**src/rtl/grf_sb_if.sv**
```systemverilog
// Register-file bus for grf_sb: writeback write port, decode read/issue ports,
// scoreboard flush and pending count. master = pipeline side, slave = register file.
interface grf_sb_if #(
    parameter int DATA_W = 32,
    parameter int ADDR_W = 5,
    parameter int NREAD  = 2
);
    logic                     we;
    logic [ADDR_W-1:0]        wa;
    logic [DATA_W-1:0]        wd;
    logic [NREAD*ADDR_W-1:0]  ra;
    logic [NREAD*DATA_W-1:0]  rd;
    logic [NREAD-1:0]         rbusy;
    logic                     iss_valid;
    logic [ADDR_W-1:0]        iss_addr;
    logic                     sb_flush;
    logic [ADDR_W:0]          pend_cnt;

    modport master (
        output we, wa, wd, ra, iss_valid, iss_addr, sb_flush,
        input  rd, rbusy, pend_cnt
    );

    modport slave (
        input  we, wa, wd, ra, iss_valid, iss_addr, sb_flush,
        output rd, rbusy, pend_cnt
    );
endinterface

```
**src/rtl/grf_sb.sv**
```systemverilog
// General register file with NREAD combinational read ports, one write port and a
// per-register pending-write scoreboard. Define GRF_BYPASS_EN for write-through forwarding.
module grf_sb #(
    parameter int DATA_W   = 32,
    parameter int ADDR_W   = 5,
    parameter int NREAD    = 2,
    parameter int ZERO_REG = 1
) (
    input  logic       clk,
    input  logic       reset,
    grf_sb_if.slave    bus
);
    localparam int DEPTH = 1 << ADDR_W;
    localparam logic [ADDR_W-1:0] REG0 = '0;

    logic [DATA_W-1:0]       regs [DEPTH];
    logic [DEPTH-1:0]        pend;
    logic [DEPTH-1:0]        pend_next;
    logic [ADDR_W:0]         cnt;
    logic [ADDR_W:0]         cnt_next;
    logic                    wr_ok;
    logic                    iss_ok;
    logic                    set_new;
    logic                    clr_old;
    logic [ADDR_W-1:0]       raddr;
    logic [NREAD*DATA_W-1:0] rd_v;
    logic [NREAD-1:0]        rbusy_v;

    // Flush is applied first, then the write clear, then the issue set, so an issue
    // always wins over both; the count delta is derived from the same ordering.
    always_comb begin
        wr_ok   = bus.we && !((ZERO_REG != 0) && (bus.wa == REG0));
        iss_ok  = bus.iss_valid && !((ZERO_REG != 0) && (bus.iss_addr == REG0));
        set_new = iss_ok && (bus.sb_flush || !pend[bus.iss_addr]);
        clr_old = wr_ok && !bus.sb_flush && pend[bus.wa] &&
                  !(iss_ok && (bus.iss_addr == bus.wa));

        pend_next = bus.sb_flush ? '0 : pend;
        if (wr_ok)
            pend_next[bus.wa] = 1'b0;
        if (iss_ok)
            pend_next[bus.iss_addr] = 1'b1;

        if (bus.sb_flush)
            cnt_next = {{ADDR_W{1'b0}}, set_new};
        else
            cnt_next = cnt + {{ADDR_W{1'b0}}, set_new} - {{ADDR_W{1'b0}}, clr_old};
    end

    always_ff @(posedge clk) begin
        if (reset) begin
            for (int i = 0; i < DEPTH; i++)
                regs[i] <= '0;
            pend <= '0;
            cnt  <= '0;
        end else begin
            if (wr_ok)
                regs[bus.wa] <= bus.wd;
            pend <= pend_next;
            cnt  <= cnt_next;
        end
    end

    always_comb begin
        rd_v    = '0;
        rbusy_v = '0;
        raddr   = '0;
        for (int k = 0; k < NREAD; k++) begin
            raddr = bus.ra[k*ADDR_W +: ADDR_W];
            rd_v[k*DATA_W +: DATA_W] = regs[raddr];
            rbusy_v[k]               = pend[raddr];
`ifdef GRF_BYPASS_EN
            // Forward the in-flight write; a same-cycle issue to it keeps the port busy.
            if (wr_ok && (bus.wa == raddr)) begin
                rd_v[k*DATA_W +: DATA_W] = bus.wd;
                rbusy_v[k]               = iss_ok && (bus.iss_addr == bus.wa);
            end
`endif
            if ((ZERO_REG != 0) && (raddr == REG0)) begin
                rd_v[k*DATA_W +: DATA_W] = '0;
                rbusy_v[k]               = 1'b0;
            end
        end
    end

    assign bus.rd       = rd_v;
    assign bus.rbusy    = rbusy_v;
    assign bus.pend_cnt = cnt;
endmodule

```
**src/flat_wrapper.sv**
```systemverilog
// flat-port wrapper written by rule: the top's interface ports become plain ports
module grf_sb_flat 
#(
    parameter int DATA_W   = 32,
    parameter int ADDR_W   = 5,
    parameter int NREAD    = 2,
    parameter int ZERO_REG = 1
)
  (clk, reset, bus_we, bus_wa, bus_wd, bus_ra, bus_iss_valid, bus_iss_addr, bus_sb_flush, bus_rd, bus_rbusy, bus_pend_cnt);
  grf_sb_if #(.DATA_W(DATA_W), .ADDR_W(ADDR_W), .NREAD(NREAD)) bus_i ();
  input  logic clk;
  input  logic reset;
  input wire logic [$bits(bus_i.we)-1:0] bus_we;
  input wire logic [$bits(bus_i.wa)-1:0] bus_wa;
  input wire logic [$bits(bus_i.wd)-1:0] bus_wd;
  input wire logic [$bits(bus_i.ra)-1:0] bus_ra;
  input wire logic [$bits(bus_i.iss_valid)-1:0] bus_iss_valid;
  input wire logic [$bits(bus_i.iss_addr)-1:0] bus_iss_addr;
  input wire logic [$bits(bus_i.sb_flush)-1:0] bus_sb_flush;
  output wire logic [$bits(bus_i.rd)-1:0] bus_rd;
  output wire logic [$bits(bus_i.rbusy)-1:0] bus_rbusy;
  output wire logic [$bits(bus_i.pend_cnt)-1:0] bus_pend_cnt;
  assign bus_i.we = bus_we;
  assign bus_i.wa = bus_wa;
  assign bus_i.wd = bus_wd;
  assign bus_i.ra = bus_ra;
  assign bus_i.iss_valid = bus_iss_valid;
  assign bus_i.iss_addr = bus_iss_addr;
  assign bus_i.sb_flush = bus_sb_flush;
  assign bus_rd = bus_i.rd;
  assign bus_rbusy = bus_i.rbusy;
  assign bus_pend_cnt = bus_i.pend_cnt;
  grf_sb #(.DATA_W(DATA_W), .ADDR_W(ADDR_W), .NREAD(NREAD), .ZERO_REG(ZERO_REG)) u_core (.clk(clk), .reset(reset), .bus(bus_i));
endmodule
```
**config.mk**
```make
export PLATFORM = sky130hd
export DESIGN_NAME = grf_sb_flat
export DESIGN_NICKNAME = d
export VERILOG_FILES = /design/src/rtl/grf_sb_if.sv /design/src/rtl/grf_sb.sv /design/src/flat_wrapper.sv
export SDC_FILE = /design/constraint.sdc
export NUM_CORES = 2
export LEC_CHECK = 0
export BUFFER_PORTS_ARGS = -buffer_cell sky130_fd_sc_hd__buf_4
export CAP_MARGIN = 20
export CORE_MARGIN = 3
export CORE_UTILIZATION = 65
export CTS_BUF_LIST = sky130_fd_sc_hd__clkbuf_8
export CTS_CLUSTER_DIAMETER = 150
export DETAILED_ROUTE_END_ITERATION = 6
export GPL_TIMING_DRIVEN = 0
export HOLD_SLACK_MARGIN = 0.05
export PLACE_DENSITY = 0.82
export RECOVER_POWER = 100
export SLEW_MARGIN = 5
export SYNTH_ARGS = -nofsm -noshare
export SYNTH_HDL_FRONTEND = slang
export SYNTH_SLANG_ARGS = --single-unit
```
**constraint.sdc**
```tcl
create_clock -name clk -period 4.9 [get_ports clk]
set_clock_uncertainty 0.1 [all_clocks]
set_input_delay 0.245 -clock clk [delete_from_list [all_inputs] [get_ports clk]]
set_output_delay 0.245 -clock clk [all_outputs]
set_load 0.01 [all_outputs]
```
# [After elaboration in Yosys (flattened, before gate mapping)]
# Memories as Yosys holds them, arrays and structs flattened.
# Index checks and enable logic that the tools add are counted.
[totals] out_inout_bits=72 mem_count=1 ramBits=1024 reg_bits=38 elab_cells=65 input_bits=57
[op_classes] n_lt_le_gt_ge=6 addsub=2 mux=28 reduce_logical=21 bitwise_logic=3 n_eq_ne=1
[memory_table] memory="u_core.regs" depth=32 word_bits=32 rd=2 rd_ports_with_merged_regs=0 write_ports=32 line="grf_sb.sv:16" source="logic [DATA_W-1:0] regs [DEPTH];"
[op_table] cell="32-bit two-way mux" count=6
[op_table] cell="32-bit AND" count=1
[op_table] cell="32-bit inverter" count=1
[op_table] cell="32-bit OR" count=1
[op_table] cell="32-bit OR reduction" count=1
[op_table] cell="5-bit by 6-bit less-than comparator with 1-bit output (second input constant)" count=4
[op_table] cell="1-bit binary-select mux with 5-bit select" count=4
[op_table] cell="5-bit zero test" count=4
[op_table] cell="1-bit two-way mux" count=15
[op_table] cell="1-bit demux with 5-bit select" count=2
[op_table] cell="5-bit by 1-bit >= comparator with 1-bit output (second input constant)" count=2
[op_table] cell="1-bit logical AND" count=9
[op_table] cell="6-bit by 1-bit adder with 6-bit output" count=1
[op_table] cell="6-bit by 1-bit subtractor with 6-bit output" count=1
[op_table] cell="5-bit == test" count=1
[op_table] cell="1-bit zero test" count=5
[op_table] cell="5-bit two-way mux" count=1
[op_table] cell="2-bit OR reduction" count=1
[op_table] cell="1-bit logical OR" count=1

# [Depth between registers and ports, before layout]
[depth] depth_word=9 mapped_depth=16 depth_no_buf=14

# [Worst setup path after synthesis]
# OpenSTA, ideal clock, no wires.
[synth_path] path_kind="input to register" start="input bus_wa[0]" end="register u_core.cnt[4] (netlist: u_core.bus.pend_cnt[4])" path_slack_ps=1789 t_required_ps=4672 setup_time_ps=128 path_stages=14 arrival_time_ps=2883 n_path_buf=2 path_cell_list="buf_2 buf_2 mux4_2 a22oi_1 a31oi_1 ha_1 inv_1 ha_1 fa_1 a21oi_1 nor2_1 nor2_1 xor2_1 nor3_1"
[synth_via] elab_chain_cells=7 word_cells_on_any_way=12 classes_between="add/sub: 1; eq/ne: 1; mux: 2; reduce/logical: 8"
[synth_lines] element="start: declaration" line="flat_wrapper.sv:14" source="input wire logic [$bits(bus_i.wa)-1:0] bus_wa;"
[synth_lines] element="branches (longest 5 deep; another with 1-bit binary-select mux with 5-bit select)"
[synth_lines] element="1-bit logical AND *" line="grf_sb.sv:35" source="clr_old = wr_ok && !bus.sb_flush && pend[bus.wa] &&"
[synth_lines] element="6-bit by 1-bit subtractor with 6-bit output *" line="grf_sb.sv:47" source="cnt_next = cnt + {{ADDR_W{1'b0}}, set_new} - {{ADDR_W{1'b0}}, clr_old};"
[synth_lines] element="end signal: assignment" line="grf_sb.sv:60" source="cnt <= cnt_next;"
[synth_lines] element="end: declaration" line="grf_sb.sv:19" source="logic [ADDR_W:0] cnt;"
# Mark *: on every way between the ends. The select of a mux whose other input is x is not followed.
# A chain may end at the register's enable or synchronous reset.

# [Worst setup path in the final report]
[layout_path] start="input bus_ra[6]" end="output bus_rd[59]"
[layout_via] elab_chain_cells=2 word_cells_on_any_way=3 classes_between="mux: 1; reduce/logical: 1; memory: 1"
[layout_lines] element="start: declaration" line="flat_wrapper.sv:16" source="input wire logic [$bits(bus_i.ra)-1:0] bus_ra;"
[layout_lines] element="memory read 32 x 32 bit / 5-bit zero test (equally long branches)"
[layout_lines] element="32-bit two-way mux *" line="grf_sb.sv:79" source="if ((ZERO_REG != 0) && (raddr == REG0)) begin"
[layout_lines] element="end: declaration" line="flat_wrapper.sv:20" source="output wire logic [$bits(bus_i.rd)-1:0] bus_rd;"
# Mark *: on every way between the ends. The rest lies on a longest branch, timed or not.

==> flow_summary.json <==
{
  "r2r_cells": 13,
  "fin_crit_ps": 4410,
  "first_iter_violations": 6702,
  "cts_inserted_buffers": 172,
  "grt-ovfl-total": 0,
  "dp_hpwl_um": 137000,
  "worstSetupPathType": "in2out",
  "synth_ff_type": "edfxtp_1",
  "drt_wl_total_um": 187000,
  "p_leak_uw": 0.0221,
  "mostFrequentLayoutCells": "1024 x edfxtp_1, 590 x and2_0, 524 x mux4_2",
  "grt_usage_pct": 40.6,
  "yosysSeqAreaShare_pct": 54.5,
  "cts_root_buf": "clkbuf_8",
  "cts.sinks": 1062,
  "fmax_ghz": 0.227,
  "timing_worst_slew_pin_value_ps": 2370,
  "crit_fanout": 10,
  "status": "finished with violations",
  "antenna_found_initial": 5,
  "async_flop_share_pct": 0,
  "final_common_cell": "edfxtp_1",
  "ios": 129,
  "drc": 0,
  "io_buffers": 117,
  "post_cts_buffers": 0,
  "synth_fa_ha_area_share_pct": 0.164,
  "worstHoldPathCells": 3,
  "clkTransAtPathRegs_ps": 70,
  "die_area_um2": 92600,
  "vias": 38300,
  "htree_levels": 4,
  "ys_seq_elements": 1062,
  "wl_per_cell_um": 35.4,
  "synthCells": 3565,
  "synthMuxAreaShare_pct": 27.3,
  "core-area_um2": 87600,
  "clockBufferDepth": 3,
  "cts_tree": "built",
  "antenna_left": 0,
  "setup_viol": 0,
  "p_total_uw": 21000,
  "worstSkewPairLatency_ps": 860,
  "violations": "max-capacitance violations, max-slew violations",
  "die_w_um": 304,
  "die_y_um": 304,
  "drive_gt1_share_pct": 22.6,
  "hold_violations": 0,
  "areaGrowthSynthToFinish_pct": 10.7,
  "synthSimpleGateAreaFrac_pct": 12.6,
  "first_pass_iters": 7,
  "power_density_nw_per_um2": 328,
  "grt_pass1_vias": 38800,
  "min_path_type": "in2reg",
  "gp_congestion": 1.01,
  "dpl-instance-area_um2": 61100,
  "utilization_pct": 73.2,
  "finalSetupTns_ps": 0,
  "grt_pass1_wl_um": 264000,
  "postLayoutCellArea_um2": 64100,
  "avgSynthCellArea_um2": 16.2,
  "required_ps": 4550,
  "vias_per_cell": 7.26,
  "maxCapViolations": 26,
  "finalMaxSlewViolations": 544,
  "yosysWarnings": 0,
  "arrival_ps": 4060,
  "grt_max_degree": 27,
  "nets": 4036,
  "start_kind": "primary input",
  "relSlewSlack_pct": -57.8,
  "holdWs_ps": 198,
  "fin_crit_sh_pct": 90.0,
  "synth_top_family_by_area": "multiplexers",
  "num_rows": 108,
  "rsz0062_at_grt": "no",
  "netlist_area_um2": 57900,
  "synth_edf_count": 1024,
  "endpoint_kind": "output pin",
  "synth_compound_area_share_pct": 1.38,
  "synth_xor_area_share_pct": 0.136,
  "vdd_drop_max_uv": 294,
  "initial_utilization_pct": 66.1,
  "ys_types": 52,
  "r2r_setup_slack_ps": 1240,
  "nFillCells": 5353
}
[layout make-up]
cell class	instances	area, um^2	area share (%)
Sequential cell	1062	31500	49.2
Multi-Input combinational cell	2077	24200	37.8
Clock buffer	187	2570	4.02
Buffer	380	1950	3.04
Timing Repair Buffer	202	1480	2.30
Tap cell	1155	1450	2.26
Clock inverter	129	607	0.947
Inverter	77	289	0.451
Antenna cell	3	7.51	0.0117
[kinds of logic (layout without fill, tap and decap cells)]
family	count (synthesis)	count (layout)
flops	1062	1062
simple gates	1229	1229
mux	681	681
fa+ha+maj	7	7
xor+xnor	9	9
compound gates	119	119
other cells	1	35
buf+inv	457	975
[synthesized netlist by cell type (10+ instances only)]
master | instances | area (um^2)
buf_1 | 10 | 37.5
dfxtp_1 | 38 | 761
nand2b_1 | 34 | 213
a32o_1 | 29 | 290
and2_1 | 996 | 6230
clkbuf_1 | 272 | 1020
edfxtp_1 | 1024 | 30700
nor2_1 | 44 | 165
mux4_1 | 150 | 3940
buf_12 | 10 | 200
nand2_1 | 109 | 409
nor3_1 | 14 | 70.1
inv_1 | 77 | 289
mux4_2 | 524 | 11800
buf_4 | 18 | 135
o21ai_1 | 66 | 330
buf_6 | 27 | 304
buf_2 | 38 | 190
[critical path: stages]
cell      delay (ps)
buf_6            100
buf_6            230
clkbuf_1         860
clkbuf_1         890
mux4_2           440
mux4_2           530
nand2_1           90
o21ai_0          320
buf_4            300
[metal layers]
layer / global-route usage [%] / part of all wire, % / wire, um
met5: 0.103 / 0 / 0
met4: 26.5 / 8.2 / 15300
met1: 53.7 / 33 / 61500
met3: 14.1 / 16 / 29200
met2: 58.0 / 43 / 80700
[registers in the layout, summed over array words and instances, names as in the netlist]
| name | cells |
|---|---|
| u_core.bus.pend_cnt | 6 |
| u_core.pend | 32 |
| u_core.regs | 1024 |
[through the flow]
step           setup WS, ps  std cells
4_1_cts                1280       5268
3_5_place_dp           1070       4903
3_3_place_gp            747       4868
5_1_grt                 589       5271
2_1_floorplan          1790       3596
6_report                490       5272
[where the power goes]
part	internal, uW	switching, uW
Clock	3660	3650
Sequential	10500	258
Combinational	1280	1690
Total	15400	5600
[final timing paths]
kind	start	to
worst max-delay path	bus_ra[6]	bus_rd[59]
worst min-delay path	bus_wd[3]	u_core.regs[5][3]
worst max register to register	u_core.pend[30]	u_core.bus.pend_cnt[4]
worst min register to register	u_core.pend[0]	u_core.pend[0]
[repair_timing]
action                     4_1_cts  5_1_grt
hold endpoints to repair       859        0
hold buffers                    49        0
resized for setup                0        0
setup endpoints to repair        0        0
No activity file was read; power rests on OpenSTA's default activity.
